==> src/rtl/vga_fetch_pkg.sv <==
// Shared definitions for the VGA burst fetcher: FSM encoding and default sizing.
package vga_fetch_pkg;

  localparam int BURST_DEF     = 8;
  localparam int WATERMARK_DEF = 300;

  typedef enum logic [2:0] {
    ST_IDLE      = 3'd0,
    ST_DELAY     = 3'd1,
    ST_TRYCACHE  = 3'd2,
    ST_CACHE     = 3'd3,
    ST_FML_WAIT  = 3'd4,
    ST_FML_DATA  = 3'd5
  } fetch_state_t;

endpackage

==> src/rtl/vga_pix_div.sv <==
// Pixel-tick divider: one pix_en pulse every pix_div+1 cycles, period latched at wrap.
module vga_pix_div
  import vga_fetch_pkg::*;
(
  input  logic       clk,
  input  logic       rst,
  input  logic [1:0] pix_div,
  output logic       pix_en
);

  logic [1:0] cnt;
  logic [1:0] period;

  always_ff @(posedge clk) begin
    if (rst) begin
      cnt    <= 2'd0;
      period <= pix_div;
    end else if (cnt == period) begin
      cnt    <= 2'd0;
      period <= pix_div;
    end else begin
      cnt    <= cnt + 2'd1;
    end
  end

  // Count 0 is the tick, so the first cycle out of reset is already a pixel tick.
  assign pix_en = !rst && (cnt == 2'd0);

endmodule

==> src/rtl/vga_burst_fetch.sv <==
// VGA burst fetcher: tries the direct cache bus first, falls back to a DRAM burst,
// and paces the pixel FIFO read side with a programmable pixel tick.
module vga_burst_fetch
  import vga_fetch_pkg::*;
#(
  parameter int ADR_W     = 20,
  parameter int BURST     = BURST_DEF,
  parameter int LVL_W     = 10,
  parameter int WATERMARK = WATERMARK_DEF
) (
  input  logic             clk,
  input  logic             rst,
  input  logic             req,
  input  logic [ADR_W-2:0] req_adr,
  input  logic [15:0]      start_addr,
  output logic [ADR_W-1:0] fml_adr,
  output logic             fml_stb,
  input  logic             fml_ack,
  output logic             dcb_stb,
  output logic [ADR_W-1:0] dcb_adr,
  input  logic             dcb_hit,
  output logic             src_cache,
  output logic             seq_en,
  input  logic [LVL_W-1:0] fifo_level,
  input  logic             fifo_full,
  input  logic             fifo_empty,
  input  logic [1:0]       pix_div,
  output logic             pix_en,
  output logic             fifo_rd,
  output logic             underrun,
  input  logic             underrun_clr
);

  localparam int               IDX_W = $clog2(BURST);
  localparam int               WA_W  = ADR_W - 1;
  localparam logic [IDX_W-1:0] LAST  = IDX_W'(BURST - 1);
  localparam logic [31:0]      WM    = WATERMARK;

  fetch_state_t     state, state_nxt;
  logic [IDX_W-1:0] beat, beat_nxt;
  logic [IDX_W-1:0] idx;
  logic             level_ok;
  logic             accept;
  logic             seq_en_c, dcb_stb_c, fml_stb_c, src_cache_c;
  logic             unused_start_lsb;

  // Word offset plus the CRTC start (in 32-bit units), wrapping in the word space.
  function automatic logic [ADR_W-1:0] burst_byte_adr(input logic [WA_W-1:0] ofs,
                                                      input logic [14:0]     start_hi);
    logic [WA_W-1:0] start_w;
    start_w = WA_W'({start_hi, 2'b00});
    return {ofs + start_w, 1'b0};
  endfunction

  assign unused_start_lsb = start_addr[0];
  assign level_ok = (32'(fifo_level) <= WM) && !fifo_full;
  assign accept   = (state == ST_IDLE) && level_ok && req;

  always_comb begin
    state_nxt   = state;
    beat_nxt    = beat;
    seq_en_c    = 1'b0;
    dcb_stb_c   = 1'b0;
    fml_stb_c   = 1'b0;
    src_cache_c = 1'b0;
    case (state)
      ST_IDLE: begin
        seq_en_c = level_ok;
        if (accept) state_nxt = ST_DELAY;
      end
      ST_DELAY: begin
        seq_en_c  = 1'b1;
        state_nxt = ST_TRYCACHE;
      end
      ST_TRYCACHE: begin
        dcb_stb_c = 1'b1;
        seq_en_c  = 1'b1;
        beat_nxt  = '0;
        state_nxt = ST_CACHE;
      end
      ST_CACHE: begin
        src_cache_c = 1'b1;
        // Beat 0 is the lookup-result cycle; later beats ignore dcb_hit.
        if (beat == '0) begin
          if (dcb_hit) begin
            dcb_stb_c = 1'b1;
            seq_en_c  = 1'b1;
            beat_nxt  = beat + 1'b1;
          end else begin
            state_nxt = ST_FML_WAIT;
          end
        end else begin
          seq_en_c  = 1'b1;
          dcb_stb_c = (beat != LAST);
          beat_nxt  = beat + 1'b1;
          if (beat == LAST) state_nxt = ST_IDLE;
        end
      end
      ST_FML_WAIT: begin
        fml_stb_c = 1'b1;
        if (fml_ack) begin
          seq_en_c  = 1'b1;
          beat_nxt  = IDX_W'(1);
          state_nxt = ST_FML_DATA;
        end
      end
      ST_FML_DATA: begin
        seq_en_c = 1'b1;
        beat_nxt = beat + 1'b1;
        if (beat == LAST) state_nxt = ST_IDLE;
      end
      default: state_nxt = ST_IDLE;
    endcase
  end

  always_ff @(posedge clk) begin
    if (rst) begin
      state   <= ST_IDLE;
      beat    <= '0;
      idx     <= '0;
      fml_adr <= '0;
    end else begin
      state <= state_nxt;
      beat  <= beat_nxt;
      if (accept) fml_adr <= burst_byte_adr(req_adr, start_addr[15:1]);
      // Index tracks the burst's starting word until the cache strobe starts walking the line.
      if (dcb_stb_c) idx <= idx + 1'b1;
      else           idx <= fml_adr[IDX_W:1];
    end
  end

  assign dcb_adr   = {fml_adr[ADR_W-1:IDX_W+1], idx, 1'b0};
  assign seq_en    = seq_en_c    && !rst;
  assign dcb_stb   = dcb_stb_c   && !rst;
  assign fml_stb   = fml_stb_c   && !rst;
  assign src_cache = src_cache_c && !rst;

  vga_pix_div u_pix_div (
    .clk     (clk),
    .rst     (rst),
    .pix_div (pix_div),
    .pix_en  (pix_en)
  );

  assign fifo_rd = pix_en && !fifo_empty;

  always_ff @(posedge clk) begin
    if (rst)                        underrun <= 1'b0;
    else if (pix_en && fifo_empty)  underrun <= 1'b1;
    else if (underrun_clr)          underrun <= 1'b0;
  end

endmodule

==> config.mk <==
export PLATFORM = sky130hd
export DESIGN_NAME = vga_burst_fetch
export DESIGN_NICKNAME = d
export VERILOG_FILES = /design/src/rtl/vga_fetch_pkg.sv /design/src/rtl/vga_pix_div.sv /design/src/rtl/vga_burst_fetch.sv
export SDC_FILE = /design/constraint.sdc
export NUM_CORES = 1
export LEC_CHECK = 0
export CAP_MARGIN = 20
export CORE_UTILIZATION = 46
export CTS_CLUSTER_SIZE = 8
export DETAILED_ROUTE_END_ITERATION = 10
export MAX_ROUTING_LAYER = met4
export PLACE_DENSITY = 0.86
export SYNTH_ARGS = -nofsm -noshare
export SYNTH_HDL_FRONTEND = slang
export SYNTH_SLANG_ARGS = --single-unit
==> constraint.sdc <==
create_clock -name clk -period 3.3 [get_ports clk]
set_input_delay 0.495 -clock clk [delete_from_list [all_inputs] [get_ports clk]]
set_output_delay 0.495 -clock clk [all_outputs]
set_load 0.01 [all_outputs]
==> impl_metrics.sql, run 1 <==
INSERT INTO impl_metrics (metric_group, metric, value, unit) VALUES
('global_route', 'grt.overflow.total', '0', ''),
('yosys', 'ys_ff_latch', '33', ''),
('pwr', 'share_clk_of_total_power', '29.3', '%'),
('timing', 'hold-worst-slack', '0.463', 'ns'),
('floorplanning', 'core', '5110', 'µm²'),
('floorplanning', 'num_io_pins', '102', ''),
('clocking', 'clock-sinks', '33', ''),
('layout', 'area_growth_syn_to_layout', '42.5', '%'),
('route', 'drt_first_pass_iters', '4', ''),
('place', 'dp.final_hpwl', '4660', 'µm'),
('floorplanning', 'placement_rows', '26', ''),
('route', 'detail-route-antenna-nets', '0', ''),
('yosys', 'synth.lib_cells_used.distinct', '55', ''),
('timing', 'period_needed', '2.92', 'ns'),
('layout', 'post_route_cells_drive_above_1_share', '5.48', '%'),
('pwr', 'p_comb_share', '35.1', '%'),
('yosys', 'synth_compound_gate_area_share', '24.6', '%'),
('layout', 'antenna_cells_inserted', '0', ''),
('yosys', 'synthTopCellsByArea', 'dfxtp_1, ha_1, a21oi_1', ''),
('global_route', 'grt_pass1_wl', '9660', 'µm'),
('setup_path', 'crit_type', 'input port to primary output', ''),
('route', 'post_drt_wl_per_cell', '13.4', 'µm'),
('hold_path', 'timing.hold.worst.class', 'flop to flop', ''),
('route', 'viasPerCell', '5.58', ''),
('pwr', 'vdd_ir_drop_max', '206', 'µV'),
('setup_path', 'worst_setup_path_start_kind', 'input port', ''),
('timing', 'finalSetupViolCount', '0', ''),
('yosys', 'syn_avg_cell_area', '8.03', 'µm²'),
('floorplanning', 'chipHeight', '74.6', 'µm'),
('yosys', 'ys_seq_area_share', '28.1', '%'),
('place', 'numPortBuffers', '98', ''),
('setup_path', 'crit_path_max_fanout', '3', ''),
('setup_path', 'end_kind', 'primary output', ''),
('place', 'gp_routability_congestion', '0.912', ''),
('timing', 'timing.setup.tns', '0', 'ns'),
('clocking', 'h-tree-depth', '2', ''),
('timing', 'finalHoldViolations', '0', ''),
('clocking', 'ctsHoldBuffers', '0', ''),
('floorplanning', 'floorplan.initialDensity', '47.5', '%'),
('global_route', 'first_global_vias', '2250', ''),
('timing', 'finalClockSkew', '0.0105', 'ns'),
('clocking', 'cts_inserted_buffers', '5', ''),
('yosys', 'most_used_standard_cells_in_the_synthesized_netlist', 'a21oi_1, nand2_1, dfxtp_1, nor2_1, ha_1', ''),
('timing', 'worst-slew-pin-transition', '0.554', 'ns'),
('outcome', 'status', 'finished clean', ''),
('yosys', 'synth_area_in_simple_gates', '23.1', '%'),
('yosys', 'asyncSetResetFlopFracSynth', '0', '%'),
('global_route', 'global_route.usage.total', '23.0', '%'),
('pwr', 'switching_share', '31.5', '%'),
('pwr', 'internal_dissipation', '931', 'µW'),
('pwr', 'power.sequential.fraction', '35.6', '%'),
('timing', 'min_period_over_period', '88.4', '%'),
('place', 'placed_cell_area', '3340', 'µm²'),
('layout', 'final_standard_cell_utilization_of_the_core', '67.7', '%'),
('yosys', 'synth_edf_count', '2', ''),
('yosys', 'synth_largest_area_cell', 'dfxtp_1', ''),
('route', 'drt-total-wl', '6070', 'µm'),
('yosys', 'yosysMostFrequentCell', 'a21oi_1', ''),
('yosys', 'synth_xor_xnor_area_share', '2.89', '%'),
('floorplanning', 'fp.dieArea', '5570', 'µm²'),
('global_route', 'pin_count_of_the_biggest_net_entering_global_routing', '40', ''),
('yosys', 'syn-instance-count', '302', ''),
('clocking', 'post-cts-setup-buffers', '0', ''),
('yosys', 'predominant_post_synthesis_flop_cell', 'dfxtp_1', ''),
('timing', 'unrepaired_setup_endpoints_after_global_routing', 'no', ''),
('setup_path', 'arrival', '2.42', 'ns'),
('route', 'route.vias.total', '2530', ''),
('timing', 'achievable-frequency', '343', 'MHz'),
('floorplanning', 'die_x', '74.6', 'µm'),
('clocking', 'cts.reportedPaths.clkPinSlew', '0.06', 'ns'),
('yosys', 'dominant_combinational_cell_family_by_area_after_synthesis', 'compound AO/OA/AOI/OAI gates', '');
## power groups by stage
stage | Sequential, µW | Clock [µW] | Combinational, µW
6_report | 484 | 398 | 477
5_1_grt | 490 | 418 | 529
4_1_cts | 484 | 402 | 476
3_5_place_dp | 493 | 0 | 473
3_3_place_gp | 491 | 0 | 459
2_1_floorplan | 487 | 0 | 293
## metrics by stage
step | setup WS, ns | total power, µW | instances
floorplan | 1.09 | 780 | 303
global placement | 0.436 | 950 | 445
CTS | 0.359 | 1360 | 453
global route | 0.263 | 1440 | 453
finish | 0.382 | 1360 | 453
detailed placement | 0.357 | 966 | 445
## critical path, stage by stage
cell             delay [ns]
clkdlybuf4s50_1        0.40
o211a_1                0.23
o211ai_1               0.28
nand4b_1               0.14
a311oi_1               0.29
clkdlybuf4s50_1        0.58
## path summary, 6_finish.rpt
kind | endpoint | cells past startpoint | start | slack [ns]
setup / recovery | seq_en | 6 | fifo_level[0] | 0.38
hold reg to reg | u_pix_div.cnt[0]$_SDFF_PP0_ | 1 | u_pix_div.cnt[0]$_SDFF_PP0_ | 0.46
hold / removal | u_pix_div.cnt[0]$_SDFF_PP0_ | 1 | u_pix_div.cnt[0]$_SDFF_PP0_ | 0.46
setup reg to reg | fml_adr[16]$_SDFFE_PP0P_ | 5 | state[0]$_SDFFE_PP0P_ | 1.16
## state kept, by name, summed over array words and instances, names as in the netlist
signal / flops
u_pix_div.period: 2
underrun: 1
fml_adr: 19
u_pix_div.cnt: 2
idx: 3
state: 3
beat: 3
## logic make-up (layout without fill, tap and decap cells)
family	Yosys count	after routing
adder cells (fa/ha/maj)	21	21
AO/OA/AOI/OAI	88	88
AND/OR/NAND/NOR	108	108
XOR/XNOR	8	8
flip-flops	33	33
multiplexers	2	2
other	1	2
buffers and inverters	41	121
## cell usage in the layout (no fill, tap or decap), types with 8 or more instances in the layout
master           instances
clkdlybuf4s50_1         98
a21oi_1                 33
nand2_1                 32
dfxtp_1                 31
nor2_1                  22
ha_1                    20
inv_1                   12
o21ai_0                 12
o211ai_1                10
nand3_1                  8
## per-layer routing
metal  global-route usage, %  vias up  wire [µm]
li1                        -     1253          -
met1                    26.9     1147       2620
met2                    38.7      115       2900
met3                    3.61       15        398
met4                    10.7        0        148
met5                       -        -          0
## final cells by class
cell class | count | area [µm²]
fill | 455 | 1650
multi-input combinational | 229 | 1530
timing repair buffer | 101 | 1000
sequential | 33 | 681
tap | 70 | 87.6
clock buffer | 7 | 86.3
inverter | 12 | 45.0
clock inverter | 1 | 30.0
Power figures use the tool's default switching activity.
==> inputs of run 2 (changes only) <==
CTS_CLUSTER_DIAMETER = 50   (was not set)
==> results of run 2 <==
Final layout, timing and power as in run 1 (identical DEF).
